File: src/rtl/time_set_pkg.sv
// rtl/time_set_pkg.sv - shared types, ASCII codes and digit limits for time entry
package time_set_pkg;

  typedef enum logic [1:0] {
    ST_IDLE  = 2'd0,
    ST_ENTRY = 2'd1,
    ST_APPLY = 2'd2
  } state_e;

  localparam logic [7:0] ASCII_S_UP  = 8'h53;
  localparam logic [7:0] ASCII_S_LO  = 8'h73;
  localparam logic [7:0] ASCII_BS    = 8'h08;
  localparam logic [7:0] ASCII_ESC   = 8'h1B;
  localparam logic [7:0] ASCII_CR    = 8'h0D;
  localparam logic [7:0] ASCII_BLANK = 8'h5F;
  localparam logic [7:0] ASCII_ZERO  = 8'h30;

  localparam logic [31:0] ENTRY_BLANK = {4{ASCII_BLANK}};

  localparam logic [3:0] LIM_POS0      = 4'd2;
  localparam logic [3:0] LIM_POS1      = 4'd9;
  localparam logic [3:0] LIM_POS1_HR20 = 4'd3;
  localparam logic [3:0] LIM_POS2      = 4'd5;
  localparam logic [3:0] LIM_POS3      = 4'd9;

  // Largest digit accepted at a position; hour units are capped once hour tens is 2.
  function automatic logic [3:0] digit_limit(input logic [1:0] pos, input logic [3:0] first);
    logic [3:0] lim;
    case (pos)
      2'd0:    lim = LIM_POS0;
      2'd1:    lim = (first == 4'd2) ? LIM_POS1_HR20 : LIM_POS1;
      2'd2:    lim = LIM_POS2;
      default: lim = LIM_POS3;
    endcase
    return lim;
  endfunction

endpackage

File: src/rtl/ascii2num.sv
// rtl/ascii2num.sv - combinational ASCII digit decoder
module ascii2num
  import time_set_pkg::*;
(
  input  logic [7:0] ascii_i,
  output logic       is_digit_o,
  output logic [3:0] value_o
);

  logic [7:0] offset;

  // Codes below '0' wrap to large offsets, so a single upper compare suffices.
  always_comb begin
    offset     = ascii_i - ASCII_ZERO;
    is_digit_o = (offset <= 8'd9);
    value_o    = is_digit_o ? offset[3:0] : 4'd0;
  end

endmodule

File: src/rtl/time_set_ctrl.sv
// rtl/time_set_ctrl.sv - keyboard-driven HH:MM entry that loads a clock block field by field
module time_set_ctrl
  import time_set_pkg::*;
#(
  parameter int TICKS_PER_FIELD = 1
)
(
  input  logic        CLOCK_50,
  input  logic        clrn,
  input  logic        key_valid,
  input  logic [7:0]  key_ascii,
  input  logic        tick,
  output logic        pause,
  output logic [1:0]  sel,
  output logic [3:0]  load,
  output logic        busy,
  output logic        err,
  output logic [31:0] entry_ascii
);

  localparam int TW = (TICKS_PER_FIELD > 1) ? $clog2(TICKS_PER_FIELD) : 1;
  localparam logic [TW-1:0] TICK_LAST = TW'(TICKS_PER_FIELD - 1);

  state_e        state_q, state_d;
  logic [2:0]    count_q, count_d;
  logic [1:0]    field_q, field_d;
  logic [TW-1:0] tick_cnt_q, tick_cnt_d;
  logic [31:0]   entry_q, entry_d;
  logic          err_q, err_d;

  logic          key_is_digit;
  logic [3:0]    key_value;
  logic          key_is_start;
  logic [1:0]    bs_pos;

  ascii2num u_ascii2num (
    .ascii_i    (key_ascii),
    .is_digit_o (key_is_digit),
    .value_o    (key_value)
  );

  assign key_is_start = (key_ascii == ASCII_S_UP) || (key_ascii == ASCII_S_LO);
  assign bs_pos       = count_q[1:0] - 2'd1;

  always_ff @(posedge CLOCK_50 or negedge clrn) begin
    if (!clrn) begin
      state_q    <= ST_IDLE;
      count_q    <= 3'd0;
      field_q    <= 2'd0;
      tick_cnt_q <= '0;
      entry_q    <= ENTRY_BLANK;
      err_q      <= 1'b0;
    end else begin
      state_q    <= state_d;
      count_q    <= count_d;
      field_q    <= field_d;
      tick_cnt_q <= tick_cnt_d;
      entry_q    <= entry_d;
      err_q      <= err_d;
    end
  end

  always_comb begin
    state_d    = state_q;
    count_d    = count_q;
    field_d    = field_q;
    tick_cnt_d = tick_cnt_q;
    entry_d    = entry_q;
    err_d      = 1'b0;

    case (state_q)
      ST_IDLE: begin
        if (key_valid && key_is_start) begin
          state_d = ST_ENTRY;
          count_d = 3'd0;
          entry_d = ENTRY_BLANK;
        end
      end

      ST_ENTRY: begin
        if (key_valid) begin
          if (key_is_start) begin
            count_d = 3'd0;
            entry_d = ENTRY_BLANK;
          end else if (key_ascii == ASCII_ESC) begin
            state_d = ST_IDLE;
          end else if (key_ascii == ASCII_BS) begin
            if (count_q != 3'd0) begin
              count_d = count_q - 3'd1;
              entry_d[8*(3-int'(bs_pos)) +: 8] = ASCII_BLANK;
            end
          end else if (key_ascii == ASCII_CR) begin
            if (count_q == 3'd4) begin
              state_d    = ST_APPLY;
              field_d    = 2'd0;
              tick_cnt_d = '0;
            end else begin
              err_d = 1'b1;
            end
          end else if (key_is_digit && (count_q != 3'd4) &&
                       (key_value <= digit_limit(count_q[1:0], entry_q[27:24]))) begin
            // The echo byte's low nibble doubles as the stored BCD digit.
            entry_d[8*(3-int'(count_q[1:0])) +: 8] = {4'h3, key_value};
            count_d = count_q + 3'd1;
          end else begin
            err_d = 1'b1;
          end
        end
      end

      ST_APPLY: begin
        if (tick) begin
          if (tick_cnt_q == TICK_LAST) begin
            tick_cnt_d = '0;
            if (field_q == 2'd3) begin
              state_d = ST_IDLE;
            end else begin
              field_d = field_q + 2'd1;
            end
          end else begin
            tick_cnt_d = tick_cnt_q + 1'b1;
          end
        end
      end

      default: state_d = ST_IDLE;
    endcase
  end

  // Fields go out hour tens first, so sel counts down while field_q counts up.
  assign pause       = (state_q == ST_APPLY);
  assign sel         = pause ? (2'd3 - field_q) : 2'd0;
  assign load        = pause ? entry_q[8*(3-int'(field_q)) +: 4] : 4'd0;
  assign busy        = (state_q != ST_IDLE);
  assign err         = err_q;
  assign entry_ascii = entry_q;

endmodule

File: config.mk
export PLATFORM = sky130hd
export DESIGN_NAME = time_set_ctrl
export DESIGN_NICKNAME = d
export VERILOG_FILES = /design/src/rtl/time_set_pkg.sv /design/src/rtl/ascii2num.sv /design/src/rtl/time_set_ctrl.sv
export SDC_FILE = /design/constraint.sdc
export NUM_CORES = 1
export LEC_CHECK = 0
export CAP_MARGIN = 20
export CORE_UTILIZATION = 55
export CTS_CLUSTER_DIAMETER = 60
export DETAILED_ROUTE_END_ITERATION = 7
export GPL_TIMING_DRIVEN = 0
export PLACE_DENSITY = 0.85
export SLEW_MARGIN = 10
export SYNTH_ARGS = -nofsm -noshare
export SYNTH_HDL_FRONTEND = slang
export SYNTH_HIERARCHICAL = 1
export SYNTH_SLANG_ARGS = --single-unit
File: constraint.sdc
create_clock -name CLOCK_50 -period 7.8 [get_ports CLOCK_50]
set_input_delay 1.17 -clock CLOCK_50 [delete_from_list [all_inputs] [get_ports CLOCK_50]]
set_output_delay 1.17 -clock CLOCK_50 [all_outputs]
set_load 0.05 [all_outputs]
; After elaboration in Yosys (flattened, before gate mapping)
; Index checks and enable logic that the tools add are counted.
[word_totals]
elab_cells = 139
ff_bits = 41
out_inout_bits = 41
inputBits = 12
[classes]
reduce_logical = 14
eq_ne = 31
mux = 69
n_shift = 5
n_lt_le_gt_ge = 2
addsub = 12
[op_table]
columns = cell, n
row1 = 32-bit two-way mux, 8
row2 = 6-bit negator with 33-bit output, 2
row3 = 8-bit by 33-bit variable shift with 32-bit output (first input constant), 2
row4 = 32-bit bitwise mux, 2
row5 = 32-bit one-hot mux with 2 select lines, 1
row6 = 2-bit two-way mux, 20
row7 = 4-bit two-way mux, 9
row8 = 8-bit by 33-bit variable part select with 32-bit output, 1
row9 = 8-bit by 33-bit variable part select with 32-bit output (first input constant), 1
row10 = 32-bit by 6-bit variable part select with 4-bit output, 1
row11 = 3-bit two-way mux, 8
row12 = 2-bit inequality test (second input constant), 10
row13 = 8-bit by 4-bit == test with 1-bit output (second input constant), 2
row14 = 8-bit by 7-bit == test with 1-bit output (second input constant), 2
row15 = 1-bit two-way mux, 16
row16 = 3-bit inequality test (second input constant), 5
row17 = 4-bit inequality test (second input constant), 3
row18 = 4-bit one-hot mux with 3 select lines, 1
row19 = 10-bit AND reduction, 1
row20 = 9-bit AND reduction, 1
row21 = 2-bit by 2-bit subtractor with 3-bit output (first input constant), 3
row22 = 8-bit by 5-bit == test with 1-bit output (second input constant), 1
row23 = 8-bit by 4-bit less-or-equal comparator with 1-bit output (second input constant), 1
row24 = 8-bit AND reduction, 1
row25 = 23 further kinds, 31

; Depth between registers and ports, before layout
; Gate-level depths: netlist (run 1).
[depth]
word_depth = 18
ltp_mapped = 12

; Hierarchy
; Netlist (run 1), hierarchy kept.
[by_module_without_submodules]
columns = mod, area_per_inst_um2, n_inst, cells_each
row1 = time_set_ctrl, 2457.4, 1, 232
row2 = ascii2num, 86.3, 1, 9

; Worst setup path after synthesis (run 1)
; OpenSTA, ideal clock, no wires.
[synth_timing]
path_kind = in2reg
startpoint = input port key_ascii[7]
endpoint = register entry_q[14], in the netlist entry_ascii[14]
required_ns = 7.718
arrival_ns = 3.576
path_slack_ns = 4.142
path_buffers = 0
path_stages = 9
cell_sequence = nand4bb_4 > nor3b_1 > ha_1 > nor2b_1 > o21ai_0 > a32o_1 > a21boi_4 > nor4_4 > mux2_4
[synth_between]
elab_chain_cells = 12
[synth_rtl]
columns = element, line
row1 = from (decl), time_set_ctrl.sv:11  ; input logic [7:0] key_ascii,
row2 = 8-bit by 6-bit subtractor with 8-bit output (*), ascii2num.sv:14  ; offset = ascii_i - ASCII_ZERO;
row3 = 8-bit by 4-bit less-or-equal comparator with 1-bit output (*), ascii2num.sv:15  ; is_digit_o = (offset <= 8'd9);
row4 = 4-bit two-way mux (*), ascii2num.sv:16  ; value_o = is_digit_o ? offset[3:0] : 4'd0;
row5 = via key_value[1], time_set_ctrl.sv:32  ; logic [3:0] key_value;
row6 = 8-bit by 33-bit variable part select with 32-bit output, time_set_ctrl.sv:103  ; entry_d[8*(3-int'(count_q[1:0])) +: 8] = {4'h3, key_value};
row7 = 32-bit bitwise mux, time_set_ctrl.sv:103
row8 = 32-bit two-way mux, time_set_ctrl.sv:100  ; end else if (key_is_digit && (count_q != 3'd4) &&
row9 = 32-bit two-way mux, time_set_ctrl.sv:92  ; end else if (key_ascii == ASCII_CR) begin
row10 = 32-bit two-way mux, time_set_ctrl.sv:87  ; end else if (key_ascii == ASCII_BS) begin
row11 = 32-bit two-way mux, time_set_ctrl.sv:85  ; end else if (key_ascii == ASCII_ESC) begin
row12 = 32-bit two-way mux, time_set_ctrl.sv:82  ; if (key_is_start) begin
row13 = 32-bit two-way mux, time_set_ctrl.sv:81  ; if (key_valid) begin
row14 = 32-bit one-hot mux with 2 select lines, time_set_ctrl.sv:71  ; case (state_q)
row15 = to (signal assigned), time_set_ctrl.sv:58  ; entry_q <= entry_d;
row16 = to (decl), time_set_ctrl.sv:28  ; logic [31:0] entry_q, entry_d;
; The timed path passes the listed nets; every way through them passes the cells marked *. The select of a mux whose other input is x is not followed.
; A chain may end at the register's enable or synchronous reset.

; Final worst setup path (run 1)
[layout_timing]
startpoint = input port key_ascii[4]
endpoint = register entry_q[6], in the netlist entry_ascii[6]
; Same word-level chain as after synthesis.

==> flow_summary.html, run 1 <==
<table>
<tr><th>Metric</th><th>Value</th></tr>
<tr><th colspan="2">Outcome</th></tr>
<tr><td>Status</td><td>complete, no violations</td></tr>
<tr><th colspan="2">Clocking</th></tr>
<tr><td>Root buf cell</td><td>sky130_fd_sc_hd__clkbuf_8</td></tr>
<tr><td>Number of buffers created by CTS</td><td>5</td></tr>
<tr><td>Max clock buf depth</td><td>2</td></tr>
<tr><td>CTS Sinks</td><td>36</td></tr>
<tr><td>Number of hold buffers added after CTS</td><td>0</td></tr>
<tr><td>Clk_lat worst skew</td><td>0.30 ns</td></tr>
<tr><td>Setup bufs post-CTS</td><td>0</td></tr>
<tr><td>Post-cts repair resize count</td><td>0</td></tr>
<tr><td>CTS tree</td><td>built</td></tr>
<tr><td>Number of H-tree branching levels</td><td>2</td></tr>
<tr><td>Clock slew at the register clock pins of the worst setup and hold paths</td><td>0.07 ns</td></tr>
<tr><th colspan="2">Route</th></tr>
<tr><td>Post-detailed-route count of antenna-violating nets</td><td>0</td></tr>
<tr><td>Final wirelength</td><td>6.08 mm</td></tr>
<tr><td>Post-detailed-route via-to-cell ratio</td><td>5.80</td></tr>
<tr><td>Post-detailed-route wirelength per cell</td><td>17.3 um</td></tr>
<tr><td>1st-iter DRT viols</td><td>123</td></tr>
<tr><td>Number of design rule violations left after detail routing</td><td>0</td></tr>
<tr><td>First-pass detailed-route iteration total</td><td>4</td></tr>
<tr><td>Number of vias after detailed routing</td><td>2042</td></tr>
<tr><th colspan="2">Placement</th></tr>
<tr><td>IO Port Bufs</td><td>48</td></tr>
<tr><td>Worst setup slack after placement</td><td>3.09 ns</td></tr>
<tr><td>Placer Congestion</td><td>0.858</td></tr>
<tr><td>Hpwl dp</td><td>4.47 mm</td></tr>
<tr><th colspan="2">Synthesis</th></tr>
<tr><td>Count of synthesis-stage warnings from yosys</td><td>6</td></tr>
<tr><td>Flip-flop and latch count after synthesis</td><td>36</td></tr>
<tr><td>Main synth FF type</td><td>sky130_fd_sc_hd__dfstp_2</td></tr>
<tr><td>Post-Synth Adder-Cell Area</td><td>6.20%</td></tr>
<tr><td>Leading cell types by count after synthesis</td><td>sky130_fd_sc_hd__dfstp_2, sky130_fd_sc_hd__inv_1, sky130_fd_sc_hd__a21oi_1, sky130_fd_sc_hd__nand2_1, sky130_fd_sc_hd__mux2i_1</td></tr>
<tr><td>XOR/XNOR Fraction of Synth Area</td><td>0%</td></tr>
<tr><td>Main combinational cell family by area after synthesis</td><td>simple AND/OR/NAND/NOR gates</td></tr>
<tr><td>Synth area leaders</td><td>sky130_fd_sc_hd__dfstp_2, sky130_fd_sc_hd__dfrtp_1, sky130_fd_sc_hd__mux2i_1</td></tr>
<tr><td>Dominant cell type by area after synthesis</td><td>sky130_fd_sc_hd__dfstp_2</td></tr>
<tr><td>Number of distinct library cells after synthesis</td><td>59</td></tr>
<tr><td>EDFF count, synth</td><td>0</td></tr>
<tr><td>Average size of a mapped cell</td><td>10.6 sq um</td></tr>
<tr><td>Basic-gate share of the synthesized area counting and, or, nand and nor cells</td><td>20.4%</td></tr>
<tr><td>Synthesized cell area</td><td>2540 sq um</td></tr>
<tr><td>Share of synthesized flip-flops with an asynchronous set or reset</td><td>100%</td></tr>
<tr><td>Share of the synthesized area in the top cell type</td><td>24.8%</td></tr>
<tr><td>Share of cell area taken by muxes after synthesis</td><td>14.7%</td></tr>
<tr><td>Post-synthesis compound-gate area fraction</td><td>15.2%</td></tr>
<tr><td>Fraction of the yosys area taken by sequential cells</td><td>36.6%</td></tr>
<tr><td>Synth Instances</td><td>241</td></tr>
<tr><th colspan="2">Pwr</th></tr>
<tr><td>Power per standard cell area</td><td>270 nW/um^2</td></tr>
<tr><td>Maximum resistive drop on vdd</td><td>0.158 mV</td></tr>
<tr><td>Relative contribution of combinational cells to total power</td><td>49.7%</td></tr>
<tr><td>Clock network fraction of total power</td><td>18.9%</td></tr>
<tr><td>Sequential share of power</td><td>31.4%</td></tr>
<tr><td>Internal Power</td><td>0.000499 W</td></tr>
<tr><td>Switching fraction of total power</td><td>42.3%</td></tr>
<tr><td>Psw</td><td>0.000366 W</td></tr>
<tr><td>Lkg Pwr</td><td>1.37 nW</td></tr>
<tr><th colspan="2">Floorplan</th></tr>
<tr><td>Die height</td><td>70.0 um</td></tr>
<tr><td>Placement Rows</td><td>24</td></tr>
<tr><td>Initial Util</td><td>57.6%</td></tr>
<tr><td>Core Footprint</td><td>4410 sq um</td></tr>
<tr><td>I/O pin count</td><td>53</td></tr>
<tr><td>Overall die width</td><td>70.0 um</td></tr>
<tr><td>Die footprint</td><td>4900 sq um</td></tr>
<tr><th colspan="2">Global route</th></tr>
<tr><td>Initial antenna violation count</td><td>0</td></tr>
<tr><td>Largest net degree at the start of global routing</td><td>37</td></tr>
<tr><td>Number of global-route vias before repair</td><td>1985</td></tr>
<tr><td>Wire length of the first global-routing pass</td><td>9.94 mm</td></tr>
<tr><td>Congestion Overflow GR</td><td>0</td></tr>
<tr><td>GRT Total Usage</td><td>26.1%</td></tr>
<tr><th colspan="2">Min path</th></tr>
<tr><td>End point of the worst hold path</td><td>entry_ascii[24]</td></tr>
<tr><td>Hold crit path type</td><td>reg -&gt; reg</td></tr>
<tr><td>Number of instances on the worst hold path</td><td>2</td></tr>
<tr><td>Worst hold start</td><td>entry_ascii[24]</td></tr>
<tr><th colspan="2">Worst setup path</th></tr>
<tr><td>Destination of the worst register-to-register timing path</td><td>entry_ascii[6]</td></tr>
<tr><td>Register-to-Register Setup Slack</td><td>4.16 ns</td></tr>
<tr><td>CP cell instances</td><td>clkdlybuf4s50_1, nand4bb_4, nor3b_1, ha_1, nor2b_1, o21ai_0, a32o_1, a21boi_4, nor4_4, mux2_4</td></tr>
<tr><td>Critical path peak fanout</td><td>7</td></tr>
<tr><td>Buffers &amp; Inverters on Critical Path</td><td>1</td></tr>
<tr><td>Worst reg2reg startpoint</td><td>entry_ascii[25]</td></tr>
<tr><td>R2R cell count</td><td>11</td></tr>
<tr><td>Highest-delay cell along the critical path</td><td>sky130_fd_sc_hd__nor3b_1</td></tr>
<tr><td>Arrival time of data at the critical path endpoint</td><td>4.75 ns</td></tr>
<tr><td>WS Path Type</td><td>in -&gt; reg</td></tr>
<tr><td>Largest stage delay, worst path</td><td>0.73 ns</td></tr>
<tr><td>Required time at the worst-slack endpoint</td><td>8.02 ns</td></tr>
<tr><td>Startpoint type of the worst setup path</td><td>input port</td></tr>
<tr><td>Endpoint class of the critical path</td><td>flip-flop</td></tr>
<tr><td>Top delay family on crit path</td><td>simple AND/OR/NAND/NOR gates</td></tr>
<tr><th colspan="2">Layout</th></tr>
<tr><td>Antenna Cells</td><td>0</td></tr>
<tr><td>NumNets Final</td><td>323</td></tr>
<tr><td>Final Util</td><td>72.6%</td></tr>
<tr><td>Share of cells above drive strength 1</td><td>28.7%</td></tr>
<tr><td>Area growth, synth to finish</td><td>25.9%</td></tr>
<tr><th colspan="2">STA</th></tr>
<tr><td>Number of failing hold endpoints at the final stage</td><td>0</td></tr>
<tr><td>Transition at the pin with the smallest max-transition slack</td><td>0.856 ns</td></tr>
<tr><td>Setup skew after layout</td><td>0.00315 ns</td></tr>
<tr><td>Period utilisation layout</td><td>58.1%</td></tr>
<tr><td>Final-report setup violation count</td><td>0</td></tr>
<tr><td>Setup TNS</td><td>0 ns</td></tr>
<tr><td>Pins over their slew limit</td><td>0</td></tr>
<tr><td>Worst slew margin</td><td>42.5%</td></tr>
<tr><td>Post-layout minimum cycle time</td><td>4.53 ns</td></tr>
<tr><td>RSZ-0062 raised after global routing</td><td>no</td></tr>
<tr><td>Peak clock frequency supported by timing</td><td>221 MHz</td></tr>
<tr><td>Final Worst Setup Slack</td><td>3.27 ns</td></tr>
<tr><th colspan="2">Job</th></tr>
<tr><td>Number of max-cap violations</td><td>0</td></tr>
</table>
worst max-delay path by stage:
stage | startpoint | end | slack (ns) | cells past startpoint
floorplan | key_ascii[7] | entry_ascii[14] | 4.14 | 9
global placement | key_ascii[4] | entry_ascii[14] | 3.13 | 10
detailed placement | key_ascii[4] | entry_ascii[6] | 3.09 | 10
CTS | key_ascii[4] | entry_ascii[6] | 3.38 | 10
global route | key_ascii[4] | entry_ascii[6] | 3.16 | 10
finish | key_ascii[4] | entry_ascii[6] | 3.27 | 10
power groups by stage:
stage	combinational (W)	clock, W	sequential [W]
3_5_place_dp	0.000429	0	0.000275
4_1_cts	0.000431	0.000168	0.000272
2_1_floorplan	0.000201	0	0.000374
5_1_grt	0.000453	0.000173	0.000277
3_3_place_gp	0.000422	0	0.000272
6_report	0.000430	0.000164	0.000272
layer usage:
layer  vias to the layer above  routed length, um  GRT usage (%)
met1                       990               2680           35.6
li1                        965                  -              -
met4                         0                136           9.33
met2                        71               2960           42.0
met5                         -                  0              0
met3                        16                306           4.47
state kept, by name (all words and copies together), names as in the netlist:
name         cells
state_q          2
err              1
field_q          2
count_q          3
entry_ascii     28
metrics by stage:
stage	area [sq um]	hold slack [ns]	cells	total power [W]
2_1_floorplan	2550	0.457	244	0.000574
3_3_place_gp	3100	0.466	344	0.000693
3_5_place_dp	3100	0.469	344	0.000703
4_1_cts	3200	0.486	352	0.000871
5_1_grt	3200	0.497	352	0.000903
6_report	3200	0.485	352	0.000865
final cells by class:
type / instances / area [sq um]
clock buffer: 6 / 72.6
fill: 340 / 1210
clock inverter: 2 / 35.0
tap: 52 / 65.1
multi-input combinational: 173 / 1450
buffer: 10 / 75.1
timing repair buffer: 48 / 475
sequential: 36 / 931
inverter: 25 / 95.1
worst register-to-register path, stage by stage (launching register included):
cell                       delay, ns
sky130_fd_sc_hd__dfstp_2        0.55
sky130_fd_sc_hd__inv_1          0.05
sky130_fd_sc_hd__nor4_1         0.56
sky130_fd_sc_hd__a21oi_1        0.15
sky130_fd_sc_hd__or2_2          0.29
sky130_fd_sc_hd__ha_1           0.28
sky130_fd_sc_hd__nor2b_1        0.13
sky130_fd_sc_hd__o21ai_0        0.14
sky130_fd_sc_hd__a32o_1         0.27
sky130_fd_sc_hd__a21boi_4       0.15
sky130_fd_sc_hd__nor4_4         0.62
sky130_fd_sc_hd__mux2_4         0.37
cells in the final DEF, fill, tap and decap left out, types with 2 or more instances in the layout:
| cell type | instances |
|---|---|
| sky130_fd_sc_hd__nor2b_1 | 5 |
| sky130_fd_sc_hd__a21oi_1 | 23 |
| sky130_fd_sc_hd__and2_1 | 2 |
| sky130_fd_sc_hd__clkinv_2 | 2 |
| sky130_fd_sc_hd__mux2_4 | 3 |
| sky130_fd_sc_hd__a21o_2 | 3 |
| sky130_fd_sc_hd__nand4bb_4 | 2 |
| sky130_fd_sc_hd__mux2_2 | 7 |
| sky130_fd_sc_hd__nor4_4 | 3 |
| sky130_fd_sc_hd__nor3_1 | 6 |
| sky130_fd_sc_hd__a31oi_1 | 2 |
| sky130_fd_sc_hd__nor2_1 | 13 |
| sky130_fd_sc_hd__inv_1 | 24 |
| sky130_fd_sc_hd__and3_1 | 2 |
| sky130_fd_sc_hd__ha_1 | 11 |
| sky130_fd_sc_hd__nor3b_1 | 2 |
| sky130_fd_sc_hd__conb_1 | 4 |
| sky130_fd_sc_hd__nor3b_2 | 2 |
| sky130_fd_sc_hd__o21ai_0 | 2 |
| sky130_fd_sc_hd__and4bb_2 | 2 |
| sky130_fd_sc_hd__or2_2 | 6 |
| sky130_fd_sc_hd__mux2i_1 | 16 |
| sky130_fd_sc_hd__mux4_2 | 4 |
| sky130_fd_sc_hd__clkbuf_1 | 3 |
| sky130_fd_sc_hd__nand2_1 | 20 |
| sky130_fd_sc_hd__and2b_2 | 2 |
| sky130_fd_sc_hd__buf_4 | 6 |
| sky130_fd_sc_hd__clkbuf_8 | 5 |
| sky130_fd_sc_hd__nand2b_1 | 2 |
| sky130_fd_sc_hd__clkdlybuf4s50_1 | 47 |
| sky130_fd_sc_hd__dfrtp_1 | 12 |
| sky130_fd_sc_hd__buf_6 | 2 |
| sky130_fd_sc_hd__nand3_1 | 2 |
| sky130_fd_sc_hd__dfstp_2 | 24 |
kinds of logic after synthesis:
| kind of cell | Yosys count |
|---|---|
| and+or+nand+nor | 77 |
| DFF | 36 |
| buffers and inverters | 35 |
| adders and majority gates | 12 |
| AOI/OAI and AO/OA | 50 |
| other | 1 |
| muxes | 30 |
(Power assumes the default switching activity.)
==> run 2, diff against run 1 <==
--- a/config.mk
+++ b/config.mk
@@ -6,11 +6,11 @@
 export NUM_CORES = 1
 export LEC_CHECK = 0
 export CAP_MARGIN = 20
-export CORE_UTILIZATION = 55
+export CORE_UTILIZATION = 52
 export CTS_CLUSTER_DIAMETER = 60
 export DETAILED_ROUTE_END_ITERATION = 7
 export GPL_TIMING_DRIVEN = 0
-export PLACE_DENSITY = 0.85
+export PLACE_DENSITY = 0.81
 export SLEW_MARGIN = 10
 export SYNTH_ARGS = -nofsm -noshare
 export SYNTH_HDL_FRONTEND = slang
==> constraint.sdc (replaced) <==
create_clock -name CLOCK_50 -period 4.3 [get_ports CLOCK_50]
set_input_delay 0.645 -clock CLOCK_50 [delete_from_list [all_inputs] [get_ports CLOCK_50]]
set_output_delay 0.645 -clock CLOCK_50 [all_outputs]
set_load 0.05 [all_outputs]
==> run 2 against run 1 <==
Global-route usage is 1.8 points lower. Largest cell class unchanged. Final area is 0.59% higher. Cell count is 4.3% higher. Power is 81% higher. Register-to-register slack worse by 3.4 ns.
==> flow_summary.html, run 2 (synthesized netlist as in run 1, its figures left out) <==
<table>
<tr><th>Metric</th><th>Value</th></tr>
<tr><th colspan="2">Outcome</th></tr>
<tr><td>Status</td><td>complete, no violations</td></tr>
<tr><th colspan="2">Clocking</th></tr>
<tr><td>Post-cts repair resize count</td><td>0</td></tr>
<tr><td>Clk_lat worst skew</td><td>0.30 ns</td></tr>
<tr><td>Root buf cell</td><td>sky130_fd_sc_hd__clkbuf_8</td></tr>
<tr><td>Number of buffers created by CTS</td><td>5</td></tr>
<tr><td>Max clock buf depth</td><td>2</td></tr>
<tr><td>Setup bufs post-CTS</td><td>0</td></tr>
<tr><td>CTS tree</td><td>built</td></tr>
<tr><td>Clock slew at the register clock pins of the worst setup and hold paths</td><td>0.08 ns</td></tr>
<tr><td>Number of H-tree branching levels</td><td>2</td></tr>
<tr><td>Number of hold buffers added after CTS</td><td>0</td></tr>
<tr><td>CTS Sinks</td><td>36</td></tr>
<tr><th colspan="2">STA</th></tr>
<tr><td>Worst slew margin</td><td>42.9%</td></tr>
<tr><td>Final-report setup violation count</td><td>0</td></tr>
<tr><td>Setup TNS</td><td>0 ns</td></tr>
<tr><td>Peak clock frequency supported by timing</td><td>252 MHz</td></tr>
<tr><td>RSZ-0062 raised after global routing</td><td>no</td></tr>
<tr><td>Post-layout minimum cycle time</td><td>3.98 ns</td></tr>
<tr><td>Transition at the pin with the smallest max-transition slack</td><td>0.854 ns</td></tr>
<tr><td>Period utilisation layout</td><td>92.5%</td></tr>
<tr><td>Setup skew after layout</td><td>0.00924 ns</td></tr>
<tr><td>Number of failing hold endpoints at the final stage</td><td>0</td></tr>
<tr><td>Pins over their slew limit</td><td>0</td></tr>
<tr><th colspan="2">Layout</th></tr>
<tr><td>Most common cell after layout, fill and taps aside</td><td>sky130_fd_sc_hd__clkdlybuf4s50_1</td></tr>
<tr><td>Area occupied by multi-input gates</td><td>1450 sq um</td></tr>
<tr><td>Sequential Area</td><td>931 sq um</td></tr>
<tr><td>Max reg flops</td><td>28</td></tr>
<tr><td>Share of cells above drive strength 1</td><td>28.7%</td></tr>
<tr><td>Final Util</td><td>68.2%</td></tr>
<tr><td>Filler cells</td><td>370</td></tr>
<tr><td>Area growth, synth to finish</td><td>26.7%</td></tr>
<tr><td>Most used cells in the layout excluding fill and tap cells</td><td>sky130_fd_sc_hd__clkdlybuf4s50_1, sky130_fd_sc_hd__inv_1, sky130_fd_sc_hd__dfstp_2</td></tr>
<tr><td>Antenna Cells</td><td>0</td></tr>
<tr><td>Filler-free cell count of the finished design</td><td>367</td></tr>
<tr><td>NumNets Final</td><td>323</td></tr>
<tr><th colspan="2">Route</th></tr>
<tr><td>First-pass detailed-route iteration total</td><td>7</td></tr>
<tr><td>Post-detailed-route wirelength per cell</td><td>16.0 um</td></tr>
<tr><td>Post-detailed-route count of antenna-violating nets</td><td>0</td></tr>
<tr><td>Final wirelength</td><td>5.89 mm</td></tr>
<tr><td>Post-detailed-route via-to-cell ratio</td><td>5.61</td></tr>
<tr><td>Number of design rule violations left after detail routing</td><td>0</td></tr>
<tr><td>1st-iter DRT viols</td><td>160</td></tr>
<tr><td>Number of vias after detailed routing</td><td>2059</td></tr>
<tr><th colspan="2">Worst setup path</th></tr>
<tr><td>CP cell instances</td><td>clkdlybuf4s50_1, nand4bb_4, nor3b_1, ha_1, nor2b_1, o21ai_0, a32o_1, a21boi_4, nor4_4, mux2_4</td></tr>
<tr><td>Endpoint class of the critical path</td><td>flip-flop</td></tr>
<tr><td>WS Path Type</td><td>in -&gt; reg</td></tr>
<tr><td>Arrival time of data at the critical path endpoint</td><td>4.20 ns</td></tr>
<tr><td>Required time at the worst-slack endpoint</td><td>4.53 ns</td></tr>
<tr><td>Startpoint type of the worst setup path</td><td>input port</td></tr>
<tr><td>Critical path peak fanout</td><td>7</td></tr>
<tr><td>Largest stage delay, worst path</td><td>0.73 ns</td></tr>
<tr><td>Highest-delay cell along the critical path</td><td>sky130_fd_sc_hd__nor3b_1</td></tr>
<tr><th colspan="2">Pwr</th></tr>
<tr><td>Lkg Pwr</td><td>1.37 nW</td></tr>
<tr><td>Maximum resistive drop on vdd</td><td>0.400 mV</td></tr>
<tr><td>Total Power Consumption</td><td>0.00157 W</td></tr>
<tr><td>Power per standard cell area</td><td>486 nW/um^2</td></tr>
<tr><th colspan="2">Global route</th></tr>
<tr><td>GRT Total Usage</td><td>24.4%</td></tr>
<tr><td>Wire length of the first global-routing pass</td><td>9.61 mm</td></tr>
<tr><td>Congestion Overflow GR</td><td>0</td></tr>
<tr><td>Initial antenna violation count</td><td>0</td></tr>
<tr><td>Largest net degree at the start of global routing</td><td>37</td></tr>
<tr><td>Number of global-route vias before repair</td><td>1956</td></tr>
<tr><th colspan="2">Placement</th></tr>
<tr><td>Number of placed cells counting well taps</td><td>359</td></tr>
<tr><td>Placer Congestion</td><td>0.968</td></tr>
<tr><td>Hpwl dp</td><td>4.33 mm</td></tr>
<tr><td>IO Port Bufs</td><td>48</td></tr>
<tr><th colspan="2">Floorplan</th></tr>
<tr><td>Die footprint</td><td>5180 sq um</td></tr>
<tr><td>I/O pin count</td><td>53</td></tr>
<tr><td>Initial Util</td><td>53.9%</td></tr>
<tr><td>Core Footprint</td><td>4720 sq um</td></tr>
<tr><td>Overall die width</td><td>71.9 um</td></tr>
<tr><td>Die height</td><td>71.9 um</td></tr>
<tr><td>Placement Rows</td><td>25</td></tr>
<tr><th colspan="2">Job</th></tr>
<tr><td>Number of max-cap violations</td><td>0</td></tr>
<tr><th colspan="2">Min path</th></tr>
<tr><td>Hold crit path type</td><td>in -&gt; async</td></tr>
</table>
run 2: path summary, 6_finish.rpt:
kind                              endpoint  slack, ns       startpoint  cells past startpoint
setup reg to reg            entry_ascii[6]       0.78  entry_ascii[25]                     11
hold reg to reg            entry_ascii[10]       0.48  entry_ascii[10]                      2
hold / removal                  field_q[1]       0.42             clrn                      1
max in group asynchronous       count_q[2]       3.38             clrn                      1
setup / recovery            entry_ascii[6]       0.32     key_ascii[4]                     10
min in group CLOCK_50      entry_ascii[10]       0.48  entry_ascii[10]                      2
run 2: layer usage:
layer  global-route usage, %  part of all wire (%)  vias to the layer above
met2                    40.0                    49                       78
met3                    5.14                   4.9                       11
met4                    7.41                   1.6                        0
met1                    32.6                    44                     1001
li1                        -                     -                      969
met5                       0                     0                        -
run 2: layout make-up:
class,count,share of cell area [%]
Tap cell,67,2.60
Clock inverter,2,1.09
Clock buffer,6,2.25
Sequential cell,36,28.9
Timing Repair Buffer,48,14.8
Buffer,10,2.33
Multi-Input combinational cell,173,45.1
Inverter,25,2.95
run 2: critical path, delay by kind of cell:
family	cells	cell delay [ns]
AO/OA/AOI/OAI	3	0.54
adder cells (fa/ha/maj)	1	0.37
buffers and inverters	1	0.62
multiplexers	1	0.35
AND/OR/NAND/NOR	4	1.66
run 2: metrics by stage:
stage / hold WS [ns] / worst slack (ns) / instance area, sq um
2_1_floorplan: 0.349 / 1.03 / 2550
3_3_place_gp: 0.465 / 0.132 / 3120
3_5_place_dp: 0.478 / 0.0948 / 3110
4_1_cts: 0.449 / 0.342 / 3220
5_1_grt: 0.476 / 0.113 / 3220
6_report: 0.423 / 0.324 / 3220
run 2: where the power goes:
group,internal (W),switching (W),total [W],leakage (nW)
logic,0.000297,0.000480,0.000777,0.914
clock network,0.000172,0.000125,0.000297,0.0552
registers,0.000437,0.0000553,0.000492,0.402
==> run 3, diff against run 2 <==
--- a/config.mk
+++ b/config.mk
@@ -6,11 +6,11 @@
 export NUM_CORES = 1
 export LEC_CHECK = 0
 export CAP_MARGIN = 20
-export CORE_UTILIZATION = 52
+export CORE_UTILIZATION = 25
 export CTS_CLUSTER_DIAMETER = 60
 export DETAILED_ROUTE_END_ITERATION = 7
 export GPL_TIMING_DRIVEN = 0
-export PLACE_DENSITY = 0.81
+export MAX_ROUTING_LAYER = met4
 export SLEW_MARGIN = 10
 export SYNTH_ARGS = -nofsm -noshare
 export SYNTH_HDL_FRONTEND = slang
==> run 3 against run 2 <==
Sequential share of layout area fell by 0.91 points. Largest cell class unchanged. Highest routed layer unchanged. First-iteration DRC count is 49% lower. Flip-flop and latch count did not move. Die area rose by 100%. Cell count rose by 18%.
==> flow_summary.html, run 3 (synthesized netlist as in run 1, its figures left out) <==
<table>
<tr><th>Metric</th><th>Value</th></tr>
<tr><th colspan="2">Route</th></tr>
<tr><td>Number of vias after detailed routing</td><td>1978</td></tr>
<tr><td>First-pass detailed-route iteration total</td><td>4</td></tr>
<tr><td>Post-detailed-route count of antenna-violating nets</td><td>0</td></tr>
<tr><td>1st-iter DRT viols</td><td>81</td></tr>
<tr><td>Final wirelength</td><td>6.29 mm</td></tr>
<tr><td>Number of design rule violations left after detail routing</td><td>0</td></tr>
<tr><td>Post-detailed-route wirelength per cell</td><td>14.5 um</td></tr>
<tr><td>Post-detailed-route via-to-cell ratio</td><td>4.56</td></tr>
<tr><th colspan="2">Floorplan</th></tr>
<tr><td>Placement Rows</td><td>36</td></tr>
<tr><td>Core Footprint</td><td>9820 sq um</td></tr>
<tr><td>Overall die width</td><td>103 um</td></tr>
<tr><td>Initial Util</td><td>25.9%</td></tr>
<tr><td>Die footprint</td><td>10600 sq um</td></tr>
<tr><td>Die height</td><td>103 um</td></tr>
<tr><td>I/O pin count</td><td>53</td></tr>
<tr><th colspan="2">Clocking</th></tr>
<tr><td>Post-cts repair resize count</td><td>0</td></tr>
<tr><td>Setup bufs post-CTS</td><td>0</td></tr>
<tr><td>Number of H-tree branching levels</td><td>2</td></tr>
<tr><td>CTS Sinks</td><td>36</td></tr>
<tr><td>Clock slew at the register clock pins of the worst setup and hold paths</td><td>0.08 ns</td></tr>
<tr><td>Clk_lat worst skew</td><td>0.29 ns</td></tr>
<tr><td>CTS tree</td><td>built</td></tr>
<tr><td>Number of hold buffers added after CTS</td><td>0</td></tr>
<tr><td>Root buf cell</td><td>sky130_fd_sc_hd__clkbuf_8</td></tr>
<tr><td>Number of buffers created by CTS</td><td>5</td></tr>
<tr><td>Max clock buf depth</td><td>2</td></tr>
<tr><th colspan="2">STA</th></tr>
<tr><td>Setup TNS</td><td>0 ns</td></tr>
<tr><td>Worst slew margin</td><td>44.6%</td></tr>
<tr><td>Pins over their slew limit</td><td>0</td></tr>
<tr><td>Peak clock frequency supported by timing</td><td>248 MHz</td></tr>
<tr><td>Period utilisation layout</td><td>93.8%</td></tr>
<tr><td>Transition at the pin with the smallest max-transition slack</td><td>0.830 ns</td></tr>
<tr><td>Setup skew after layout</td><td>0.0103 ns</td></tr>
<tr><td>RSZ-0062 raised after global routing</td><td>no</td></tr>
<tr><td>Worst hold-check slack</td><td>0.271 ns</td></tr>
<tr><td>Number of failing hold endpoints at the final stage</td><td>0</td></tr>
<tr><td>Post-layout minimum cycle time</td><td>4.03 ns</td></tr>
<tr><td>Final-report setup violation count</td><td>0</td></tr>
<tr><th colspan="2">Global route</th></tr>
<tr><td>Initial antenna violation count</td><td>0</td></tr>
<tr><td>GRT Total Usage</td><td>13.3%</td></tr>
<tr><td>M1 GR Usage</td><td>17.1%</td></tr>
<tr><td>Global Route met2 Usage</td><td>22.3%</td></tr>
<tr><td>Wire length of the first global-routing pass</td><td>10.5 mm</td></tr>
<tr><td>Largest net degree at the start of global routing</td><td>23</td></tr>
<tr><td>Number of global-route vias before repair</td><td>2024</td></tr>
<tr><td>GR met3 Demand/Resource</td><td>2.24%</td></tr>
<tr><td>Congestion Overflow GR</td><td>0</td></tr>
<tr><td>Busiest layer in global routing</td><td>met2</td></tr>
<tr><th colspan="2">Pwr</th></tr>
<tr><td>Lkg Pwr</td><td>1.38 nW</td></tr>
<tr><td>Internal Power</td><td>0.000885 W</td></tr>
<tr><td>Power per standard cell area</td><td>466 nW/um^2</td></tr>
<tr><td>Switching fraction of total power</td><td>42.9%</td></tr>
<tr><td>Clock network fraction of total power</td><td>17.9%</td></tr>
<tr><td>Maximum resistive drop on vdd</td><td>0.316 mV</td></tr>
<tr><td>Relative contribution of combinational cells to total power</td><td>50.3%</td></tr>
<tr><td>Psw</td><td>0.000666 W</td></tr>
<tr><td>Sequential share of power</td><td>31.8%</td></tr>
<tr><th colspan="2">Worst setup path</th></tr>
<tr><td>Endpoint class of the critical path</td><td>flip-flop</td></tr>
<tr><td>Critical path peak fanout</td><td>7</td></tr>
<tr><td>WS Path Type</td><td>in -&gt; reg</td></tr>
<tr><td>Destination of the worst register-to-register timing path</td><td>entry_ascii[6]</td></tr>
<tr><td>R2R cell count</td><td>11</td></tr>
<tr><td>Launching element of the worst setup path</td><td>key_ascii[4]</td></tr>
<tr><td>Worst reg2reg startpoint</td><td>entry_ascii[25]</td></tr>
<tr><td>Register-to-Register Setup Slack</td><td>0.78 ns</td></tr>
<tr><td>Required time at the worst-slack endpoint</td><td>4.52 ns</td></tr>
<tr><td>Arrival time of data at the critical path endpoint</td><td>4.25 ns</td></tr>
<tr><td>Startpoint type of the worst setup path</td><td>input port</td></tr>
<tr><th colspan="2">Placement</th></tr>
<tr><td>IO Port Bufs</td><td>48</td></tr>
<tr><td>Hpwl dp</td><td>5.00 mm</td></tr>
<tr><td>Placer Congestion</td><td>0.829</td></tr>
<tr><td>Placed cell areas</td><td>3220 sq um</td></tr>
<tr><th colspan="2">Job</th></tr>
<tr><td>Number of max-cap violations</td><td>0</td></tr>
<tr><th colspan="2">Layout</th></tr>
<tr><td>Share of cells above drive strength 1</td><td>28.9%</td></tr>
<tr><td>Post-route cell area</td><td>3330 sq um</td></tr>
<tr><td>Most common cell after layout, fill and taps aside</td><td>sky130_fd_sc_hd__clkdlybuf4s50_1</td></tr>
<tr><td>NumNets Final</td><td>324</td></tr>
<tr><td>Sequential Area</td><td>931 sq um</td></tr>
<tr><td>Area occupied by multi-input gates</td><td>1450 sq um</td></tr>
<tr><td>Area growth, synth to finish</td><td>30.8%</td></tr>
<tr><td>Max reg flops</td><td>28</td></tr>
<tr><td>Filler cells</td><td>1010</td></tr>
<tr><td>Antenna Cells</td><td>0</td></tr>
<tr><td>Most used cells in the layout excluding fill and tap cells</td><td>sky130_fd_sc_hd__clkdlybuf4s50_1, sky130_fd_sc_hd__inv_1, sky130_fd_sc_hd__dfstp_2</td></tr>
<tr><th colspan="2">Outcome</th></tr>
<tr><td>Status</td><td>complete, no violations</td></tr>
<tr><th colspan="2">Min path</th></tr>
<tr><td>Hold crit path type</td><td>in -&gt; async</td></tr>
</table>
==> run 3: power groups by stage <==
stage	clock network [W]	registers, W	logic [W]
6_report	0.000277	0.000493	0.000780
5_1_grt	0.000303	0.000505	0.000831
4_1_cts	0.000286	0.000495	0.000787
3_5_place_dp	0	0.000497	0.000788
3_3_place_gp	0	0.000497	0.000776
2_1_floorplan	0	0.000678	0.000364
==> run 3: worst max-delay path, cell delays in order <==
cell and delay [ns]:
sky130_fd_sc_hd__clkdlybuf4s50_1 0.61, sky130_fd_sc_hd__nand4bb_4 0.18, sky130_fd_sc_hd__nor3b_1 0.71, sky130_fd_sc_hd__ha_1 0.37, sky130_fd_sc_hd__nor2b_1 0.13, sky130_fd_sc_hd__o21ai_0 0.14, sky130_fd_sc_hd__a32o_1 0.30, sky130_fd_sc_hd__a21boi_4 0.15
sky130_fd_sc_hd__nor4_4 0.66, sky130_fd_sc_hd__mux2_4 0.35
==> run 3: cell type report <==
class / count / share of cell area (%)
multi-input combinational: 173 / 43.7
sequential: 36 / 28.0
timing repair buffer: 49 / 15.1
tap: 133 / 5.00
clock buffer: 7 / 2.93
inverter: 25 / 2.86
buffer: 10 / 2.26
clock inverter: 1 / 0.150
==> run 3: worst max path at each step <==
stage / depth (start not counted) / end / slack [ns]
global placement: 10 / entry_ascii[14] / 0.08
detailed placement: 10 / entry_ascii[6] / 0.02
floorplan: 11 / entry_ascii[14] / 1.03
global route: 10 / entry_ascii[6] / 0.13
finish: 10 / entry_ascii[6] / 0.27
CTS: 10 / entry_ascii[6] / 0.32
==> run 3: stage by stage <==
step                cells  power [W]  setup slack [ns]  util [%]
global route          434    0.00164             0.132      33.9
finish                434    0.00155             0.266      33.9
detailed placement    426    0.00128            0.0181      32.8
global placement      425    0.00127            0.0829      32.6
CTS                   434    0.00157             0.315      33.9
floorplan             244    0.00104              1.03         -
==> run 3: layer usage <==
metal,vias to the layer above,routed length [um]
met1,962,2900
met4,0,32
met5,-,0
li1,969,-
met2,42,3080
met3,5,282
